File: src/rtl/qam16_demapper.sv
// qam16_demapper: hard-decision 16QAM Gray demapper with an adaptive inner/outer threshold
// and an MSB-first serializer that accepts back-to-back symbols without a gap.
module qam16_demapper #(
  parameter int IW       = 27,
  parameter int AVG_LOG2 = 4,
  parameter int THR_INIT = 2000,
  parameter int BIT_DIV  = 2
) (
  input  logic                 clk,
  input  logic                 rst_n,
  input  logic signed [IW-1:0] di,
  input  logic signed [IW-1:0] dq,
  input  logic                 din_valid,
  input  logic                 bitsync,
  output logic [3:0]           sym_out,
  output logic                 sym_valid,
  output logic                 bit_out,
  output logic                 bit_valid,
  output logic [IW-1:0]        thr,
  output logic                 thr_valid,
  output logic                 overrun
);
  localparam int AW = IW + AVG_LOG2 + 1;
  localparam int DW = BIT_DIV > 1 ? $clog2(BIT_DIV) : 1;
  localparam logic [IW-1:0] MAXV = {1'b0, {(IW-1){1'b1}}};
  localparam logic [IW-1:0] MINV = {1'b1, {(IW-1){1'b0}}};
  localparam logic [DW-1:0] DIV_END = DW'(BIT_DIV - 1);

  typedef enum logic {IDLE, SHIFT} state_t;

  function automatic logic [IW-1:0] sat_abs(input logic [IW-1:0] x);
    return x[IW-1] ? (x == MINV ? MAXV : (~x + 1'b1)) : x;
  endfunction

  logic                w_acc;
  logic [IW-1:0]       w_ai, w_aq;
  logic [AW-1:0]       w_total;
  logic                r_s1_v, r_s1_si, r_s1_sq;
  logic [IW-1:0]       r_s1_ai, r_s1_aq, r_s1_thr;
  logic [AW-1:0]       r_acc;
  logic [AVG_LOG2-1:0] r_cnt;
  logic [IW-1:0]       r_thr;
  logic                r_thr_valid;
  logic [3:0]          r_sym;
  logic                r_sym_valid;
  state_t              r_state, w_next;
  logic [3:0]          r_sh;
  logic [1:0]          r_bcnt;
  logic [DW-1:0]       r_div;
  logic                r_ovr;
  logic                w_last, w_load, w_ovr;

  assign w_acc   = bitsync & din_valid;
  assign w_ai    = sat_abs(di);
  assign w_aq    = sat_abs(dq);
  assign w_total = r_acc + AW'(w_ai) + AW'(w_aq);

  always_ff @(posedge clk or negedge rst_n) begin
    if (!rst_n) begin
      r_s1_v      <= 1'b0;
      r_s1_si     <= 1'b0;
      r_s1_sq     <= 1'b0;
      r_s1_ai     <= '0;
      r_s1_aq     <= '0;
      r_s1_thr    <= IW'(THR_INIT);
      r_acc       <= '0;
      r_cnt       <= '0;
      r_thr       <= IW'(THR_INIT);
      r_thr_valid <= 1'b0;
      r_sym       <= '0;
      r_sym_valid <= 1'b0;
    end else begin
      r_s1_v      <= w_acc;
      r_sym_valid <= r_s1_v;
      if (w_acc) begin
        r_s1_si  <= di[IW-1];
        r_s1_sq  <= dq[IW-1];
        r_s1_ai  <= w_ai;
        r_s1_aq  <= w_aq;
        r_s1_thr <= r_thr;
        // the block's last symbol is folded into the estimate before averaging
        if (r_cnt == '1) begin
          r_thr       <= w_total[AW-1 -: IW];
          r_acc       <= '0;
          r_cnt       <= '0;
          r_thr_valid <= 1'b1;
        end else begin
          r_acc <= w_total;
          r_cnt <= r_cnt + 1'b1;
        end
      end
      if (r_s1_v)
        r_sym <= {r_s1_si, r_s1_ai > r_s1_thr, r_s1_sq, r_s1_aq > r_s1_thr};
    end
  end

  always_comb begin
    w_last = (r_state == SHIFT) && (r_bcnt == 2'd3) && (r_div == DIV_END);
    w_load = r_sym_valid && ((r_state == IDLE) || w_last);
    w_ovr  = r_sym_valid && (r_state == SHIFT) && !w_last;
    w_next = r_state;
    if (w_load) w_next = SHIFT;
    else if (w_last) w_next = IDLE;
  end

  always_ff @(posedge clk or negedge rst_n) begin
    if (!rst_n) begin
      r_state <= IDLE;
      r_sh    <= '0;
      r_bcnt  <= '0;
      r_div   <= '0;
      r_ovr   <= 1'b0;
    end else begin
      r_state <= w_next;
      if (w_load) begin
        r_sh   <= r_sym;
        r_bcnt <= '0;
        r_div  <= '0;
      end else if (r_state == SHIFT) begin
        if (r_div == DIV_END) begin
          r_div  <= '0;
          r_bcnt <= r_bcnt + 1'b1;
          r_sh   <= {r_sh[2:0], 1'b0};
        end else begin
          r_div <= r_div + 1'b1;
        end
      end
      if (w_ovr) r_ovr <= 1'b1;
    end
  end

  assign sym_out   = r_sym;
  assign sym_valid = r_sym_valid;
  assign bit_valid = r_state == SHIFT;
  assign bit_out   = bit_valid & r_sh[3];
  assign thr       = r_thr;
  assign thr_valid = r_thr_valid;
  assign overrun   = r_ovr;
endmodule
File: config.mk
export PLATFORM = sky130hd
export DESIGN_NAME = qam16_demapper
export DESIGN_NICKNAME = d
export VERILOG_FILES = /design/src/rtl/qam16_demapper.sv
export SDC_FILE = /design/constraint.sdc
export NUM_CORES = 1
export LEC_CHECK = 0
export ABC_AREA = 1
export ABC_CLOCK_PERIOD_IN_PS = 2300
export BUFFER_PORTS_ARGS = -buffer_cell sky130_fd_sc_hd__buf_2
export CAP_MARGIN = 20
export CORE_UTILIZATION = 56
export CTS_CLUSTER_SIZE = 30
export DETAILED_ROUTE_END_ITERATION = 7
export HOLD_SLACK_MARGIN = 0.12
export PLACE_DENSITY_LB_ADDON = 0.25
export SYNTH_ARGS = -nofsm -noshare
export SYNTH_HDL_FRONTEND = slang
export SYNTH_SLANG_ARGS = --single-unit
File: constraint.sdc
create_clock -name clk -period 2.3 [get_ports clk]
set_input_delay 0.46 -clock clk [delete_from_list [all_inputs] [get_ports clk]]
set_output_delay 0.46 -clock clk [all_outputs]
set_load 0.03 [all_outputs]
Word level (Yosys, flattened, before mapping)
Index checks and enable logic that the tools add are counted.
{ "word_totals": {"out_inout_bits": 36, "memories": 0, "register_bits": 162, "mem_bits_rw": 0, "elab_cells": 64, "latchBits": 0, "inputBits": 58, "rom_bits": 0} }
{ "classes": {"mux": 17, "bitwise": 5, "addsub": 7, "n_lt_le_gt_ge": 2, "n_eq_ne": 4, "div": 0, "shift": 0, "n_reduce_logical": 12, "multipliers": 0} }
{ "ops": {"columns": ["operator", "count"], "rows": [
  ["$mux 27", 4],
  ["$add 32x27->32", 2],
  ["$add 27x1->27 const B", 2],
  ["$eq 27x27->1 const B", 2],
  ["$gt 27x27->1", 2],
  ["$not 27->27", 2],
  ["$mux 32", 1],
  ["$mux 4", 4],
  ["$mux 2", 3],
  ["$reduce_bool 2->1", 3],
  ["$logic_and 1x1->1", 5],
  ["$mux 1", 5],
  ["$add 4x1->4 const B", 1],
  ["$eq 4x4->1 const B", 1],
  ["$reduce_and 2->1", 2],
  ["$add 2x1->2 const B", 1],
  ["$and 1x1->1", 2],
  ["$eq 2x2->1 const B", 1],
  ["$add 1x1->1 const B", 1],
  ["$logic_not 1->1", 1],
  ["$logic_or 1x1->1", 1],
  ["$not 1->1", 1]
]} }

Longest topological paths before layout
Gate-level depths: netlist (run 1).
{ "depth": {"depth_word": 7, "depth_mapped": 25, "depth_no_buf": 25} }

Worst setup path after synthesis (run 1)
Ideal clock, no wire load.
{ "synth_timing": {"path_type": "input-to-reg", "startpoint": "input di[0]", "endpoint": "register r_thr[12], in the netlist thr[12]", "slack_ps": -1262, "stages": 22, "arrival_ps": 3431, "path_buffers": 0, "required_time_ps": 2168, "setup_ps": 132, "cell_sequence": "inv_1 ha_1 nand3_4 nor2_1 nand2_1 nor2_2 o21ai_0 nand2_1 inv_1 fa_1 inv_1 ha_1 fa_1 nand3_1 nand3_1 nand2_1 nand2_1 nand2_1 nand2_1 xor2_1 nand2_1 o21ai_0"} }
{ "synth_between": {"elab_chain_cells": 6, "elab_cells_between_ends": 7, "classes_between": "3 x add/sub; 1 x eq/ne; 2 x mux; 1 x bitwise"} }
{ "synth_lines": {"columns": ["item", "line_no", "text"], "rows": [
  ["from (decl)", "11", "input logic signed [IW-1:0] di,"],
  ["$not 27->27", "32", "return x[IW-1] ? (x == MINV ? MAXV : (~x + 1'b1)) : x;"],
  ["$add 27x1->27", "32", null],
  ["$mux 27", "32", null],
  ["$mux 27 *", "32", null],
  ["$add 32x27->32 * (2 in a row)", "56", "assign w_total = r_acc + AW'(w_ai) + AW'(w_aq);"],
  ["to (signal assigned)", "68", "r_thr <= IW'(THR_INIT);"],
  ["to (signal assigned)", "83", "r_thr <= w_total[AW-1 -: IW];"],
  ["to (decl)", "42", "logic [IW-1:0] r_thr;"]
]} }
Mark *: on every way between the ends. The rest lies on a longest branch, timed or not.
A chain may end at the register's enable or synchronous reset.

Final worst setup path (run 1)
{ "layout_timing": {"startpoint": "input di[0]", "endpoint": "register r_acc[18]"} }
{ "layout_between": {"elab_chain_cells": 7, "elab_cells_between_ends": 8, "classes_between": "3 x add/sub; 1 x eq/ne; 3 x mux; 1 x bitwise"} }
{ "layout_lines": {"columns": ["item", "line_no", "text"], "rows": [
  ["$not 27->27", "32", null],
  ["$add 27x1->27", "32", null],
  ["$mux 27", "32", null],
  ["$mux 27 *", "32", null],
  ["$add 32x27->32 * (2 in a row)", "56", null],
  ["$mux 32 *", "82", "if (r_cnt == '1) begin"],
  ["to (signal assigned)", "88", "r_acc <= w_total;"],
  ["to (decl)", "40", "logic [AW-1:0] r_acc;"]
]} }
Marked as above.

==> impl_results.html, run 1 <==
<table>
<tr><th>Metric</th><th>Value</th></tr>
<tr><th colspan="2">Status</th></tr>
<tr><td>Result of the run</td><td>finished, violations left</td></tr>
<tr><td>Failing checks</td><td>negative setup slack</td></tr>
<tr><th colspan="2">Final layout</th></tr>
<tr><td>Area delta synth-&gt;final</td><td>38.8%</td></tr>
<tr><td>Total number of nets in the final design</td><td>2244</td></tr>
<tr><td>Final Instance Count excl. Fillers</td><td>approximately 2400</td></tr>
<tr><td>Commonest non-fill, non-tap cells in the layout</td><td>nand2_1 (466), inv_1 (259), buf_4 (188)</td></tr>
<tr><td>Most common cell after layout, fill and taps aside</td><td>nand2_1</td></tr>
<tr><td>Number of inserted diodes</td><td>0</td></tr>
<tr><td>Cell area after layout</td><td>between 0.015 and 0.02 mm^2</td></tr>
<tr><td>Share of layout cells above drive strength 1</td><td>0.359</td></tr>
<tr><th colspan="2">Global route</th></tr>
<tr><td>Maximum number of pins on one net before global-route repair</td><td>around 90</td></tr>
<tr><td>Vias in the first global route</td><td>between 10000 and 15000</td></tr>
<tr><td>Total overflow reported by the global router</td><td>0</td></tr>
<tr><td>Initial antenna violation count</td><td>0</td></tr>
<tr><td>First-pass GRT wire length</td><td>~62 mm</td></tr>
<tr><td>All-Layer GR Usage</td><td>0.360</td></tr>
<tr><th colspan="2">CTS</th></tr>
<tr><td>Clock-pin slew reported for the worst setup and hold paths after clock tree synthesis</td><td>0.07 ns</td></tr>
<tr><td># clock sinks</td><td>162</td></tr>
<tr><td>Maximum clock path buffer count</td><td>2</td></tr>
<tr><td>Clock tree from TritonCTS</td><td>yes</td></tr>
<tr><td>CTS Root Buffer Type</td><td>clkbuf_16</td></tr>
<tr><td>CTS buffer count</td><td>17</td></tr>
<tr><td>Number of H-tree branching levels</td><td>4</td></tr>
<tr><td>Clk_lat worst skew</td><td>between 0.4 and 0.5 ns</td></tr>
<tr><th colspan="2">Worst setup path</th></tr>
<tr><td>CP most frequent cell</td><td>nand2_2</td></tr>
<tr><td>Buf/Inv on CP</td><td>6</td></tr>
<tr><td>CP arrival</td><td>between 3 and 4 ns</td></tr>
<tr><td>Worst setup EP type</td><td>flop</td></tr>
<tr><td>Worst Path Class, Setup</td><td>primary input to flop</td></tr>
<tr><td>Kind of launch point of the worst setup path</td><td>primary input</td></tr>
<tr><td>Crit-path max cell delay</td><td>between 0.5 and 0.6 ns</td></tr>
<tr><td>Cell with the largest stage delay on the worst path</td><td>fa_1</td></tr>
<tr><td>Data required, critical path</td><td>roughly 2.7 ns</td></tr>
<tr><td>Gate family responsible for the most delay along the worst path</td><td>simple AND/OR/NAND/NOR gates</td></tr>
<tr><td>Largest fanout on the critical path</td><td>6</td></tr>
<tr><td>Chain of cells forming the critical path</td><td>buf_8 -&gt; inv_8 -&gt; buf_4 -&gt; buf_4 -&gt; nand3_1 -&gt; nor2_1 -&gt; buf_4 -&gt; a21oi_1 -&gt; xor2_1 -&gt; nor2_4 -&gt; fa_1 -&gt; inv_2 -&gt; ha_4 -&gt; nand2_4 -&gt; nand2_4 -&gt; nand2_2 -&gt; nand2_2 -&gt; nand3b_1 -&gt; nand2_2 -&gt; nand2_2 -&gt; nand2_2 -&gt; nand3_2 -&gt; o21ai_2</td></tr>
<tr><th colspan="2">Synthesis</th></tr>
<tr><td>Share of synthesized area occupied by flip-flops and latches</td><td>0.328</td></tr>
<tr><td>Post-synthesis sequential element count</td><td>between 150 and 200</td></tr>
<tr><td>Dominant cell type by area after synthesis</td><td>dfrtp_1</td></tr>
<tr><td>Number of distinct library cells after synthesis</td><td>between 40 and 50</td></tr>
<tr><td>Netlist Area Pre-Place</td><td>0.0124 mm^2</td></tr>
<tr><td>Post-synthesis average cell area</td><td>between 6 and 7 um^2</td></tr>
<tr><td>Yosys top cell area share</td><td>0.303</td></tr>
<tr><td>Top post-synthesis cells by area</td><td>dfrtp_1 (30%), nand2_1 (18%), inv_1 (9.8%), ha_1 (8.6%), nand3_1 (4.7%)</td></tr>
<tr><td>Yosys warns</td><td>0</td></tr>
<tr><td>Synthesized instance count</td><td>about 1800</td></tr>
<tr><th colspan="2">STA</th></tr>
<tr><td>Slew HR</td><td>0.554</td></tr>
<tr><td>Share of the clock period used by the worst path</td><td>1.49</td></tr>
<tr><td>Final number of hold-violating endpoints</td><td>0</td></tr>
<tr><td>Final-report setup violation count</td><td>57</td></tr>
<tr><td>Setup slack of the critical path after layout</td><td>-1.13 ns</td></tr>
<tr><td>Transition time at the pin with the least slew margin</td><td>about 0.67 ns</td></tr>
<tr><td>Worst hold slack</td><td>0.440 ns</td></tr>
<tr><td>Unrepaired setup endpoints after global routing</td><td>true</td></tr>
<tr><td>Min Clock Period, post-route</td><td>around 3.4 ns</td></tr>
<tr><td>Slew Limit Fails</td><td>0</td></tr>
<tr><td>Post-route clock skew</td><td>0.0154 ns</td></tr>
<tr><td>Fmax achieved</td><td>approximately 0.29 GHz</td></tr>
<tr><th colspan="2">Power</th></tr>
<tr><td>Total power per unit cell area</td><td>1410 mW/mm^2</td></tr>
<tr><td>Largest vdd supply drop</td><td>between 1 and 1.5 mV</td></tr>
<tr><td>Leakage power figure</td><td>slightly above 9 nW</td></tr>
<tr><th colspan="2">Detailed routing</th></tr>
<tr><td>DRC violations left</td><td>0</td></tr>
<tr><td>Vias</td><td>approximately 13000</td></tr>
<tr><td>Avg Vias per Cell</td><td>5.53</td></tr>
<tr><td>Number of violations reported at the end of detailed-routing iteration 0</td><td>around 1100</td></tr>
<tr><td>Aggregate routed wire length</td><td>approximately 42 mm</td></tr>
<tr><td>Antenna Violating Nets Remaining</td><td>0</td></tr>
<tr><td>Pre-antenna DRT Iters</td><td>7</td></tr>
<tr><td>Routed wirelength normalized by instance count</td><td>17.9 um</td></tr>
<tr><th colspan="2">Placed design</th></tr>
<tr><td>Worst setup timing slack at the placement stage</td><td>-1.47 ns</td></tr>
<tr><td>Count of buffers from port buffering</td><td>a little over 90</td></tr>
<tr><td>Detailed placer's ending HPWL</td><td>around 29 mm</td></tr>
<tr><td>Cells after DPL</td><td>between 2000 and 2500</td></tr>
<tr><td>Final Wtd Congestion</td><td>approximately 1</td></tr>
<tr><td>Dpl cell area</td><td>0.0151 mm^2</td></tr>
<tr><th colspan="2">Die</th></tr>
<tr><td>Die area</td><td>between 0.02 and 0.025 mm^2</td></tr>
<tr><td>Boundary pin count</td><td>between 90 and 100</td></tr>
<tr><td>Width of the die</td><td>~150 um</td></tr>
<tr><td>CORE AREA</td><td>around 0.022 mm^2</td></tr>
<tr><td>Die outline height</td><td>151 um</td></tr>
<tr><td>Initial Utilization</td><td>0.570</td></tr>
<tr><td>Num rows</td><td>54</td></tr>
<tr><th colspan="2">Min path</th></tr>
<tr><td>Class of the most critical hold timing path</td><td>primary input to asynchronous set/reset pin</td></tr>
<tr><th colspan="2">Flow run</th></tr>
<tr><td>Number of max-cap violations</td><td>0</td></tr>
</table>
[cell usage after synthesis (all sizes together)]
cell,instances
a21oi,57
o22ai,5
clkbuf,18
nand3,131
buf,21
dfrtp,150
xor2,24
ha,85
nand2,608
o21bai,3
o21ai,108
nand4,27
dfstp,12
xnor2,10
clkinv,2
inv,335
fa,28
and2,4
nor4,3
or2,7
nor3,8
o21a,3
conb,1
nor2,131
nand3b,10
o211ai,2
[through the flow]
stage | power, mW | util | setup TNS, ns
2_1_floorplan | 13.0 | - | -46.19
3_3_place_gp | 16.6 | 0.692 | -73.98
3_5_place_dp | 16.9 | 0.692 | -77.19
4_1_cts | 21.4 | 0.750 | -44.13
5_1_grt | 25.7 | 0.791 | -55.39
6_report | 24.3 | 0.791 | -48.02
[flip-flops by register name, indices dropped and copies added, names as in the netlist, 2 cells and up]
name,count
r_sh,4
r_s1_thr,27
r_s1_aq,27
r_s1_ai,27
sym_out,4
r_acc,32
thr,27
r_bcnt,2
r_cnt,4
[final timing paths]
path                       startpoint         end  slack (ns)  depth (start not counted)
hold reg to reg             thr_valid   thr_valid        0.47                          1
setup / recovery                di[0]   r_acc[18]       -1.13                         23
max in group asynchronous       rst_n     thr[10]        1.11                          3
min in group clk                di[1]  r_s1_ai[1]        0.44                          5
hold / removal                  rst_n   r_bcnt[0]        0.44                          2
setup reg to reg             r_acc[3]   r_acc[18]       -0.40                         15
[area by class of cell]
type / instances / area (um^2)
multi-input combinational: 1256 / 8710
clock inverter: 12 / 146
fill: 1402 / 4540
timing repair buffer: 298 / 2150
clock buffer: 20 / 447
timing repair inverter: 1 / 5.00
sequential: 162 / 4070
inverter: 337 / 1340
tap: 280 / 350
[per-layer routing]
layer	vias up	track usage	wire (um)
li1	6099	-	-
met1	6219	0.460	16500
met2	583	0.598	20300
met3	175	0.0590	3160
met4	0	0.163	2250
met5	-	0	0
[what timing repair did]
| action | 4_1_cts | 5_1_grt |
|---|---|---|
| hold buffers | 1 | 0 |
| resized for setup | 145 | 224 |
| hold endpoints to repair | 23 | 0 |
| buffers inserted | 17 | 12 |
| endpoints found under the setup margin | 57 | 57 |
| pin swaps | 92 | 98 |
| cloned | 2 | 1 |
[kinds of logic after synthesis]
logic type / Yosys count / synth area share
simple gates: 929 / 0.325
buf+inv: 376 / 0.117
compound gates: 178 / 0.0754
flops: 162 / 0.328
fa+ha+maj: 113 / 0.131
xor+xnor: 34 / 0.0240
other cells: 1 / 0.000302
[report_power, final]
group | internal [mW] | leakage, nW | total (mW) | switching, mW
sequential | 3.84 | 1.98 | 4.47 | 0.633
combinational | 6.55 | 7.07 | 16.9 | 10.3
clock | 1.66 | 0.281 | 2.99 | 1.33
No activity file was read; power rests on OpenSTA's default activity.
==> run 2: changes to the inputs <==
--- a/config.mk
+++ b/config.mk
@@ -6,10 +6,10 @@
 export NUM_CORES = 1
 export LEC_CHECK = 0
 export ABC_AREA = 1
-export ABC_CLOCK_PERIOD_IN_PS = 2300
+export ABC_CLOCK_PERIOD_IN_PS = 4000
 export BUFFER_PORTS_ARGS = -buffer_cell sky130_fd_sc_hd__buf_2
 export CAP_MARGIN = 20
-export CORE_UTILIZATION = 56
+export CORE_UTILIZATION = 60
 export CTS_CLUSTER_SIZE = 30
 export DETAILED_ROUTE_END_ITERATION = 7
 export HOLD_SLACK_MARGIN = 0.12
==> constraint.sdc (replaced) <==
create_clock -name clk -period 4 [get_ports clk]
set_input_delay 0.8 -clock clk [delete_from_list [all_inputs] [get_ports clk]]
set_output_delay 0.8 -clock clk [all_outputs]
set_load 0.03 [all_outputs]
==> run 2 against run 1 <==
Net effect:
- cell count shrank 2.7%
- global-route usage grew 0.62 points
- power shrank 55%
- the run now ends clean
==> impl_results.html, run 2 (synthesized netlist as in run 1, its figures left out) <==
<table>
<tr><th>Metric</th><th>Value</th></tr>
<tr><th colspan="2">Die</th></tr>
<tr><td>Initial Utilization</td><td>0.613</td></tr>
<tr><td>Boundary pin count</td><td>between 90 and 100</td></tr>
<tr><td>Die outline height</td><td>roughly 150 um</td></tr>
<tr><td>CORE AREA</td><td>just over 0.02 mm^2</td></tr>
<tr><td>Num rows</td><td>52</td></tr>
<tr><td>Width of the die</td><td>roughly 150 um</td></tr>
<tr><td>Die area</td><td>0.0213 mm^2</td></tr>
<tr><th colspan="2">STA</th></tr>
<tr><td>Slew HR</td><td>0.334</td></tr>
<tr><td>Slew Limit Fails</td><td>0</td></tr>
<tr><td>Final number of hold-violating endpoints</td><td>0</td></tr>
<tr><td>Unrepaired setup endpoints after global routing</td><td>true</td></tr>
<tr><td>Share of the clock period used by the worst path</td><td>0.964</td></tr>
<tr><td>Post-route clock skew</td><td>0.0180 ns</td></tr>
<tr><td>Final-report setup violation count</td><td>0</td></tr>
<tr><td>Transition time at the pin with the least slew margin</td><td>around 1.0 ns</td></tr>
<tr><td>Fmax achieved</td><td>0.259 GHz</td></tr>
<tr><td>Min Clock Period, post-route</td><td>3.86 ns</td></tr>
<tr><td>Post-route setup TNS</td><td>0 ns</td></tr>
<tr><th colspan="2">Placed design</th></tr>
<tr><td>Final Wtd Congestion</td><td>about 0.98</td></tr>
<tr><td>Detailed placer's ending HPWL</td><td>between 20 and 30 mm</td></tr>
<tr><td>Count of buffers from port buffering</td><td>93</td></tr>
<tr><th colspan="2">Final layout</th></tr>
<tr><td>Most common cell after layout, fill and taps aside</td><td>nand2_1</td></tr>
<tr><td>Fill cell instance count of the final layout</td><td>1630</td></tr>
<tr><td>Area of the multi-input gates</td><td>about 0.0070 mm^2</td></tr>
<tr><td>Area delta synth-&gt;final</td><td>20.6%</td></tr>
<tr><td>Commonest non-fill, non-tap cells in the layout</td><td>nand2_1 (591), inv_1 (323), dfrtp_1 (150), buf_4 (150), nand3_1 (114)</td></tr>
<tr><td>Max reg flops</td><td>32</td></tr>
<tr><td>Most flop-heavy register</td><td>r_acc</td></tr>
<tr><td>Share of layout cells above drive strength 1</td><td>0.189</td></tr>
<tr><td>Number of inserted diodes</td><td>0</td></tr>
<tr><td>Total number of nets in the final design</td><td>~2200</td></tr>
<tr><td>Sequential standard cell area</td><td>0.00407 mm^2</td></tr>
<tr><th colspan="2">Power</th></tr>
<tr><td>Largest vdd supply drop</td><td>around 0.52 mV</td></tr>
<tr><td>Total power per unit cell area</td><td>between 700 and 800 mW/mm^2</td></tr>
<tr><td>Leakage power figure</td><td>about 8.6 nW</td></tr>
<tr><td>Pwr Total</td><td>10.9 mW</td></tr>
<tr><th colspan="2">Detailed routing</th></tr>
<tr><td>Vias</td><td>approximately 12000</td></tr>
<tr><td>Pre-antenna DRT Iters</td><td>6</td></tr>
<tr><td>Routed wirelength normalized by instance count</td><td>between 15 and 20 um</td></tr>
<tr><td>Aggregate routed wire length</td><td>37.6 mm</td></tr>
<tr><td>Number of violations reported at the end of detailed-routing iteration 0</td><td>1035</td></tr>
<tr><td>Antenna Violating Nets Remaining</td><td>0</td></tr>
<tr><td>DRC violations left</td><td>0</td></tr>
<tr><td>Avg Vias per Cell</td><td>5.40</td></tr>
<tr><th colspan="2">Flow run</th></tr>
<tr><td>Number of max-cap violations</td><td>0</td></tr>
<tr><th colspan="2">Global route</th></tr>
<tr><td>Total overflow reported by the global router</td><td>0</td></tr>
<tr><td>Initial antenna violation count</td><td>1</td></tr>
<tr><td>First-pass GRT wire length</td><td>slightly above 60 mm</td></tr>
<tr><td>Vias in the first global route</td><td>approximately 12000</td></tr>
<tr><td>All-Layer GR Usage</td><td>0.366</td></tr>
<tr><td>Maximum number of pins on one net before global-route repair</td><td>92</td></tr>
<tr><th colspan="2">CTS</th></tr>
<tr><td>Clock-pin slew reported for the worst setup and hold paths after clock tree synthesis</td><td>approximately 0.070 ns</td></tr>
<tr><td>CTS Root Buffer Type</td><td>clkbuf_16</td></tr>
<tr><td>Clk_lat worst skew</td><td>0.45 ns</td></tr>
<tr><td>Number of H-tree branching levels</td><td>4</td></tr>
<tr><td># clock sinks</td><td>162</td></tr>
<tr><td>Hold-fix buffer count after cts</td><td>0</td></tr>
<tr><td>Clock tree from TritonCTS</td><td>yes</td></tr>
<tr><td>Post-CTS Setup Inserts</td><td>0</td></tr>
<tr><td>Number of resized instances in the post-cts repair step</td><td>0</td></tr>
<tr><td>CTS buffer count</td><td>17</td></tr>
<tr><td>Maximum clock path buffer count</td><td>2</td></tr>
<tr><th colspan="2">Worst setup path</th></tr>
<tr><td>Data required, critical path</td><td>4.28 ns</td></tr>
<tr><td>Worst Path Class, Setup</td><td>primary input to flop</td></tr>
<tr><td>Kind of launch point of the worst setup path</td><td>primary input</td></tr>
<tr><td>CP arrival</td><td>between 4 and 5 ns</td></tr>
<tr><td>Largest fanout on the critical path</td><td>8</td></tr>
<tr><td>Worst setup EP type</td><td>flop</td></tr>
<tr><th colspan="2">Min path</th></tr>
<tr><td>Class of the most critical hold timing path</td><td>primary input to asynchronous set/reset pin</td></tr>
<tr><th colspan="2">Status</th></tr>
<tr><td>Result of the run</td><td>finished, final reports clean</td></tr>
</table>
-- run 2: area by class of cell --
type,count,share of cell area
timing repair buffer,246,0.111
inverter,337,0.0850
tap,270,0.0226
sequential,162,0.272
clock buffer,17,0.0284
multi-input combinational,1256,0.469
clock inverter,15,0.0118
-- run 2: worst paths after layout --
| kind | start | endpoint | slack, ns | cells past startpoint |
|---|---|---|---|---|
| worst max register to register | r_acc[1] | r_acc[21] | 1.36 | 14 |
| worst min-delay path | rst_n | r_s1_ai[7] | 0.36 | 1 |
| worst max-delay path | di[1] | r_acc[8] | 0.14 | 22 |
| worst min register to register | r_s1_v | sym_valid | 0.43 | 0 |
| max in group asynchronous | rst_n | r_acc[22] | 2.77 | 2 |
| min in group clk | r_s1_v | sym_valid | 0.43 | 0 |
-- run 2: critical path: stages --
cell       delay (ns)
buf_2            0.10
inv_1            0.11
ha_4             0.16
nand3_4          0.11
nor2_8           0.13
nand3_4          0.08
nor2_4           0.10
nand4_4          0.11
clkbuf_16        0.22
nand2_1          0.08
inv_1            0.08
fa_1             0.53
inv_1            0.04
ha_1             0.38
nand2_1          0.14
nand3_1          0.19
nand2_1          0.13
nand2_1          0.13
xor2_1           0.17
buf_4            0.15
nand2_1          0.07
o21ai_0          0.09
-- run 2: report_power, final --
part           total, mW  switching [mW]  leakage [nW]  internal (mW)
sequential          2.57           0.361          1.98           2.21
clock               1.67           0.823         0.287          0.846
combinational       6.65            4.14          6.34           2.51
-- run 2: metal layers --
metal	wire [um]	global-route usage
met4	1810	0.188
met5	9	0
met3	3160	0.0821
met1	15700	0.477
met2	16900	0.573
-- run 2: metrics by stage --
| step | instances | hold WS [ns] | instance area, um^2 | setup slack [ns] | util |
|---|---|---|---|---|---|
| 2_1_floorplan | 1794 | 0.408 | 12400 | 0.0977 | - |
| 3_3_place_gp | 2270 | 0.421 | 14200 | -0.243 | 0.702 |
| 3_5_place_dp | 2270 | 0.425 | 14200 | -0.280 | 0.702 |
| 4_1_cts | 2302 | 0.385 | 14800 | 0.149 | 0.732 |
| 5_1_grt | 2303 | 0.417 | 15000 | -0.0610 | 0.739 |
| 6_report | 2303 | 0.365 | 15000 | 0.144 | 0.739 |
